--- config.mk ---
export PLATFORM = sky130hd
export DESIGN_NAME = usb_tx_controller_flat
export DESIGN_NICKNAME = d
export VERILOG_FILES = /design/src/rtl/usb_tx_controller_if.sv /design/src/rtl/usb_tx_controller.sv /design/src/flat_wrapper.sv
export SDC_FILE = /design/constraint.sdc
export NUM_CORES = 1
export LEC_CHECK = 0
export ABC_AREA = 0
export BUFFER_PORTS_ARGS = -buffer_cell sky130_fd_sc_hd__buf_4
export CORE_MARGIN = 2
export CORE_UTILIZATION = 30
export DETAILED_ROUTE_END_ITERATION = 8
export PLACE_DENSITY_LB_ADDON = 0.1
export RECOVER_POWER = 25
export REMOVE_ABC_BUFFERS = 1
export SLEW_MARGIN = 20
export SYNTH_ARGS = -nofsm -noshare
export SYNTH_HDL_FRONTEND = slang
export SYNTH_SLANG_ARGS = --single-unit
export TNS_END_PERCENT = 10
--- constraint.sdc ---
create_clock -name clk -period 3.4 [get_ports clk]
set_input_delay 0.34 -clock clk [delete_from_list [all_inputs] [get_ports clk]]
set_output_delay 0.34 -clock clk [all_outputs]
set_load 0.05 [all_outputs]
--- src/rtl/usb_tx_controller_if.sv ---
// Signal bundle for usb_tx_controller: the byte push handshake plus the FT245 write-side pins.
interface usb_tx_controller_if;
  logic [7:0] in_data;
  logic       in_valid;
  logic       in_ready;
  logic       txe_n_raw;
  logic       bus_busy;
  logic [7:0] data_bus_out;
  logic       data_out_enable;
  logic       wr_n;
  logic       tx_active;

  modport master (
    output in_data, in_valid, txe_n_raw, bus_busy,
    input  in_ready, data_bus_out, data_out_enable, wr_n, tx_active
  );

  modport slave (
    input  in_data, in_valid, txe_n_raw, bus_busy,
    output in_ready, data_bus_out, data_out_enable, wr_n, tx_active
  );
endinterface

--- src/rtl/usb_tx_controller.sv ---
// FT245 transmit path: byte FIFO feeding a paced WR# strobe sequencer that shares the bus with the receive side.
// Optional send-immediate pulse after the FIFO drains is enabled by defining USB_TX_SEND_IMMEDIATE_EN.
module usb_tx_controller #(
  parameter int DEPTH          = 16,
  parameter int ADDR_W         = 4,
  parameter int WR_CYCLES      = 3,
  parameter int RECOVER_CYCLES = 4
`ifdef USB_TX_SEND_IMMEDIATE_EN
  , parameter int SI_CYCLES    = 13
`endif
) (
  input  logic                clk,
  input  logic                reset,
  usb_tx_controller_if.slave  bus,
  output logic [ADDR_W:0]     fifo_count,
  output logic [2:0]          state_out
`ifdef USB_TX_SEND_IMMEDIATE_EN
  , output logic              si_wu_n
`endif
);

  localparam int CNT_W = 8;

  typedef enum logic [2:0] {
    IDLE    = 3'd0,
    SETUP   = 3'd1,
    STROBE  = 3'd2,
    HOLD    = 3'd3,
    RECOVER = 3'd4
`ifdef USB_TX_SEND_IMMEDIATE_EN
    , SI    = 3'd5
`endif
  } state_t;

  state_t              state_q, state_d;
  logic [CNT_W-1:0]    cnt_q, cnt_d;
  logic                sync1_q, txe_n_s_q;
  logic                rdy_q;
  logic [ADDR_W-1:0]   wr_ptr_q, wr_ptr_d, rd_ptr_q, rd_ptr_d;
  logic [ADDR_W:0]     count_q, count_d;
  logic [7:0]          mem_q [DEPTH];
  logic [7:0]          dout_q, dout_d;
  logic                wr_n_q, wr_n_d;
  logic                oe_q, oe_d;
  logic                active_q, active_d;
  logic                push, pop;
`ifdef USB_TX_SEND_IMMEDIATE_EN
  logic                si_q, si_d;
`endif

  assign bus.in_ready        = rdy_q && (count_q != (ADDR_W+1)'(DEPTH));
  assign bus.data_bus_out    = dout_q;
  assign bus.data_out_enable = oe_q;
  assign bus.wr_n            = wr_n_q;
  assign bus.tx_active       = active_q;
  assign fifo_count          = count_q;
  assign state_out           = state_q;
`ifdef USB_TX_SEND_IMMEDIATE_EN
  assign si_wu_n             = si_q;
`endif

  assign push = bus.in_valid && bus.in_ready;

  always_comb begin
    state_d = state_q;
    cnt_d   = cnt_q;
    pop     = 1'b0;
    case (state_q)
      IDLE: begin
        // bus_busy only matters here; once SETUP is entered the cycle always completes
        if ((count_q != '0) && !txe_n_s_q && !bus.bus_busy) begin
          state_d = SETUP;
          pop     = 1'b1;
        end
      end
      SETUP: begin
        state_d = STROBE;
        cnt_d   = '0;
      end
      STROBE: begin
        if (cnt_q == CNT_W'(WR_CYCLES - 1)) state_d = HOLD;
        else                                cnt_d   = cnt_q + CNT_W'(1);
      end
      HOLD: begin
        state_d = RECOVER;
        cnt_d   = '0;
      end
      RECOVER: begin
        if (cnt_q == CNT_W'(RECOVER_CYCLES - 1)) begin
          cnt_d = '0;
`ifdef USB_TX_SEND_IMMEDIATE_EN
          state_d = (count_q == '0) ? SI : IDLE;
`else
          state_d = IDLE;
`endif
        end else begin
          cnt_d = cnt_q + CNT_W'(1);
        end
      end
`ifdef USB_TX_SEND_IMMEDIATE_EN
      SI: begin
        if (cnt_q == CNT_W'(SI_CYCLES - 1)) state_d = IDLE;
        else                                cnt_d   = cnt_q + CNT_W'(1);
      end
`endif
      default: state_d = IDLE;
    endcase
  end

  always_comb begin
    wr_ptr_d = push ? wr_ptr_q + ADDR_W'(1) : wr_ptr_q;
    rd_ptr_d = pop  ? rd_ptr_q + ADDR_W'(1) : rd_ptr_q;
    count_d  = count_q;
    case ({push, pop})
      2'b10:   count_d = count_q + (ADDR_W+1)'(1);
      2'b01:   count_d = count_q - (ADDR_W+1)'(1);
      default: count_d = count_q;
    endcase
    // Pin outputs are registered from the next state so they change cleanly on the edge
    dout_d   = pop ? mem_q[rd_ptr_q] : dout_q;
    wr_n_d   = (state_d != STROBE);
    oe_d     = (state_d == SETUP) || (state_d == STROBE) || (state_d == HOLD);
    active_d = oe_d;
`ifdef USB_TX_SEND_IMMEDIATE_EN
    si_d     = (state_d != SI);
`endif
  end

  always_ff @(posedge clk) begin
    if (push) mem_q[wr_ptr_q] <= bus.in_data;
  end

  always_ff @(posedge clk) begin
    if (reset) begin
      state_q   <= IDLE;
      cnt_q     <= '0;
      sync1_q   <= 1'b1;
      txe_n_s_q <= 1'b1;
      rdy_q     <= 1'b0;
      wr_ptr_q  <= '0;
      rd_ptr_q  <= '0;
      count_q   <= '0;
      dout_q    <= '0;
      wr_n_q    <= 1'b1;
      oe_q      <= 1'b0;
      active_q  <= 1'b0;
`ifdef USB_TX_SEND_IMMEDIATE_EN
      si_q      <= 1'b1;
`endif
    end else begin
      state_q   <= state_d;
      cnt_q     <= cnt_d;
      sync1_q   <= bus.txe_n_raw;
      txe_n_s_q <= sync1_q;
      rdy_q     <= 1'b1;
      wr_ptr_q  <= wr_ptr_d;
      rd_ptr_q  <= rd_ptr_d;
      count_q   <= count_d;
      dout_q    <= dout_d;
      wr_n_q    <= wr_n_d;
      oe_q      <= oe_d;
      active_q  <= active_d;
`ifdef USB_TX_SEND_IMMEDIATE_EN
      si_q      <= si_d;
`endif
    end
  end

endmodule

--- src/flat_wrapper.sv ---
// flat-port wrapper written by rule: the top's interface ports become plain ports
module usb_tx_controller_flat 
#(
  parameter int DEPTH          = 16,
  parameter int ADDR_W         = 4,
  parameter int WR_CYCLES      = 3,
  parameter int RECOVER_CYCLES = 4

)
  (clk, reset, fifo_count, state_out, bus_in_data, bus_in_valid, bus_txe_n_raw, bus_bus_busy, bus_in_ready, bus_data_bus_out, bus_data_out_enable, bus_wr_n, bus_tx_active);
  usb_tx_controller_if bus_i ();
  input  logic clk;
  input  logic reset;
  output logic [ADDR_W:0] fifo_count;
  output logic [2:0] state_out;
  input wire logic [$bits(bus_i.in_data)-1:0] bus_in_data;
  input wire logic [$bits(bus_i.in_valid)-1:0] bus_in_valid;
  input wire logic [$bits(bus_i.txe_n_raw)-1:0] bus_txe_n_raw;
  input wire logic [$bits(bus_i.bus_busy)-1:0] bus_bus_busy;
  output wire logic [$bits(bus_i.in_ready)-1:0] bus_in_ready;
  output wire logic [$bits(bus_i.data_bus_out)-1:0] bus_data_bus_out;
  output wire logic [$bits(bus_i.data_out_enable)-1:0] bus_data_out_enable;
  output wire logic [$bits(bus_i.wr_n)-1:0] bus_wr_n;
  output wire logic [$bits(bus_i.tx_active)-1:0] bus_tx_active;
  assign bus_i.in_data = bus_in_data;
  assign bus_i.in_valid = bus_in_valid;
  assign bus_i.txe_n_raw = bus_txe_n_raw;
  assign bus_i.bus_busy = bus_bus_busy;
  assign bus_in_ready = bus_i.in_ready;
  assign bus_data_bus_out = bus_i.data_bus_out;
  assign bus_data_out_enable = bus_i.data_out_enable;
  assign bus_wr_n = bus_i.wr_n;
  assign bus_tx_active = bus_i.tx_active;
  usb_tx_controller #(.DEPTH(DEPTH), .ADDR_W(ADDR_W), .WR_CYCLES(WR_CYCLES), .RECOVER_CYCLES(RECOVER_CYCLES)) u_core (.clk(clk), .reset(reset), .bus(bus_i), .fifo_count(fifo_count), .state_out(state_out));
endmodule
==> metrics <==
FF-to-FF Start=u_core.fifo_count[1]$_SDFFE_PP0P_; ant diodes=0; routed len/inst=between 15 and 20 um; vias in the first global route=a little under 4000; post-DP HPWL=9940 um; Syn Area/Cell=14.5 um2; Max FO, Critical Path=10; number of antenna violations at the first check in global routing=0; Synth top area share=between 50 and 60%; Fin Clk Skew=16.0 ps; share of layout cells above drive strength 1=19.1%; port bufs=32; remaining global-route overflow=0; Crit path top cell by count=ha_1; Cells on Worst Hold Path=2; worst hold endpoint=u_core.sync1_q$_SDFF_PP1_; Layout Nets=530; hold_sp=bus_txe_n_raw; Multi-input gate area=0.00204 mm2; CP top delay family=simple AND/OR/NAND/NOR gates; Iteration-0 DRC Markers=209; Max Slew Vio Count=0; routed via count=3902; Worst setup EP type=flop; row count=55; cts bufs inserted=17; Post-synth EDFFs=128; Post-CTS Setup Bufs=0; Seq/Total Area, Yosys=67.6%; max-cap viol count=0; Vias per Instance=4.85; DRC viols=0; Synth area leaders=edfxtp_1, dfxtp_1, mux2i_1; CORE AREA=approximately 0.022 mm2; Clock Sinks=165; cells along the critical path=or4_4 > o211a_1 > inv_1 > ha_1 > ha_1 > or4b_2 > a21oi_1 > a31oi_1 > nand3_1; drt pass-1 iters=4; worst path required time=3780 ps; Yosys reg bits=165; Slowest-stage cell, CP=or4_4; slew at the pin with the worst max-slew slack=944 ps; Main synth FF type=edfxtp_1; reg2reg path depth=9; clock slew at reported path FFs=70 ps; die area=0.0238 mm2; Die Span Y=154 um; Starting Density=30.2%; Synth Cell Area=between 0.006 and 0.007 mm2; clock tree buffer depth=2; CTS root buf=clkbuf_16; FMAX=~340 MHz; Post-CTS Hold Buffers=0; Global Route Usage Sum=13.3%; setup TNS=0 ps; Crit path largest cell delay=600 ps; YS warnings=0; fillers=around 2200; status=completed; worst skew pair latency=440 ps; first-pass GRT wire length=23100 um; post-route ant nets=0; Reg area=0.00459 mm2; Die Wd=between 150 and 200 um; Fin. Hold Viols=0; Gate Count Post-Synth=467; Max IR drop VDD=317 uV; reg2reg end=u_core.fifo_count[4]$_SDFFE_PP0P_; Buf/Inv on CP=1; ratio of total power to cell area=530 mW/mm2; TritonCTS clock tree=done; synth unique cells=57; RSZ-0062 raised after global routing=false; Critical Path AT=3320 ps; cell area after layout=0.00796 mm2; quantity of gates resized following cts=0; Setup CP Type=reg2reg; crit path launch type=flop; Area Growth Syn to Fin=17.3%; Setup violations, final=0; CP Launch Point=u_core.fifo_count[1]$_SDFFE_PP0P_; Leakage=roughly 2.6 nW; largest net degree at the start of global routing=26; final RePlAce weighted congestion=around 0.73; Tcrit/Tclk final=between 80 and 90%; Tmin final=2940 ps; Post-Route WL=15400 um; cell taking the most area after synthesis=edfxtp_1; worst min path class=in2reg; Placed Area=0.00740 mm2; H-tree levels=4; Worst slew margin=a little under two fifths; IO Pins=33; internal reg-to-reg setup slack=between 400 and 500 ps; Async S/R FF share, synth=0%
[worst register-to-register path, stage by stage, from the launching register on]
cell,delay (ps)
dfxtp_1,390
or4_4,600
o211a_1,310
inv_1,100
ha_1,360
ha_1,250
or4b_2,600
a21oi_1,140
a31oi_1,50
nand3_1,90
[metrics by stage]
stage | std cells | util [%] | worst slack, ps | total power [W] | hold slack (ps)
2_1_floorplan | 439 | - | 335 | 0.00231 | 389
3_3_place_gp | 772 | 33.0 | 508 | 0.00238 | 409
3_5_place_dp | 772 | 33.0 | 458 | 0.00238 | 405
4_1_cts | 804 | 35.6 | 436 | 0.00427 | 76.0
5_1_grt | 804 | 35.5 | 270 | 0.00437 | 74.6
6_report | 804 | 35.5 | 456 | 0.00422 | 96.2
[cell usage in the layout (no fill, tap or decap), types with 10 or more instances in the layout]
cell	count
edfxtp_1	128
buf_4	40
mux2i_1	38
dfxtp_1	36
nor2_1	27
a21oi_1	22
nand2_1	20
nor3_1	17
clkbuf_16	17
mux4_2	16
o22ai_1	16
o21ai_0	14
ha_1	11
inv_1	10
[how the worst max path moves through the flow]
stage                                   endpoint  cells after the start
4_1_cts        u_core.fifo_count[4]$_SDFFE_PP0P_                      9
5_1_grt        u_core.fifo_count[4]$_SDFFE_PP0P_                      9
3_5_place_dp   u_core.fifo_count[4]$_SDFFE_PP0P_                      9
2_1_floorplan  u_core.fifo_count[2]$_SDFFE_PP0P_                     10
6_report       u_core.fifo_count[4]$_SDFFE_PP0P_                      9
3_3_place_gp   u_core.fifo_count[4]$_SDFFE_PP0P_                      9
[per-layer routing]
metal,GRT usage [%],vias to the layer above,part of all wire [%]
li1,-,1882,-
met1,17.3,1944,47
met2,21.8,66,48
met3,3.33,10,3.2
met4,4.45,0,1.2
met5,0,-,0
[where the power goes]
part           internal (W)  switching (W)  total [W]
clock network      0.000985       0.000907    0.00189
registers           0.00218      0.0000119    0.00220
logic             0.0000406      0.0000914   0.000132
[synth_stat cells, types with 3 or more instances]
cell type and n:
buf_1 5, nand2_1 20, ha_1 11, o22ai_1 16, or3_1 5, nand3_1 8, nor2b_1 4, nor3_1 17
a21oi_1 22, clkbuf_1 17, edfxtp_1 128, mux4_2 16, dfxtp_1 37, buf_2 4, nor2_1 27, xor2_1 5
o21ai_0 14, xnor2_1 3, a22oi_1 9, mux2i_1 38, nand2b_1 9, inv_1 10
[state kept, by name (all words and copies together), names as in the netlist]
register	cells
u_core.mem_q	128
u_core.bus.data_bus_out	8
u_core.cnt_q	8
u_core.fifo_count	5
u_core.rd_ptr_q	4
u_core.wr_ptr_q	4
u_core.state_out	3
u_core.bus.data_out_enable	1
u_core.bus.wr_n	1
u_core.rdy_q	1
u_core.sync1_q	1
u_core.txe_n_s_q	1
[cell families (layout without fill, tap and decap cells)]
kind of cell    count (synthesis)  after routing  share of synthesized area [%]
flops                         165            165                           67.6
fa+ha+maj                      11             11                           2.03
simple gates                  107            107                           8.10
compound gates                 83             83                           7.95
mux                            54             54                           10.9
xor+xnor                        8              8                           1.03
buf+inv                        39             91                           2.40
[cell type report]
cell class	instances	share of cell area [%]
sequential	165	57.6
multi-input combinational	263	25.7
tap	285	4.48
timing repair buffer	48	4.35
inverter	11	0.519
clock buffer	18	5.39
clock inverter	14	1.97
(Power assumes the default switching activity.)
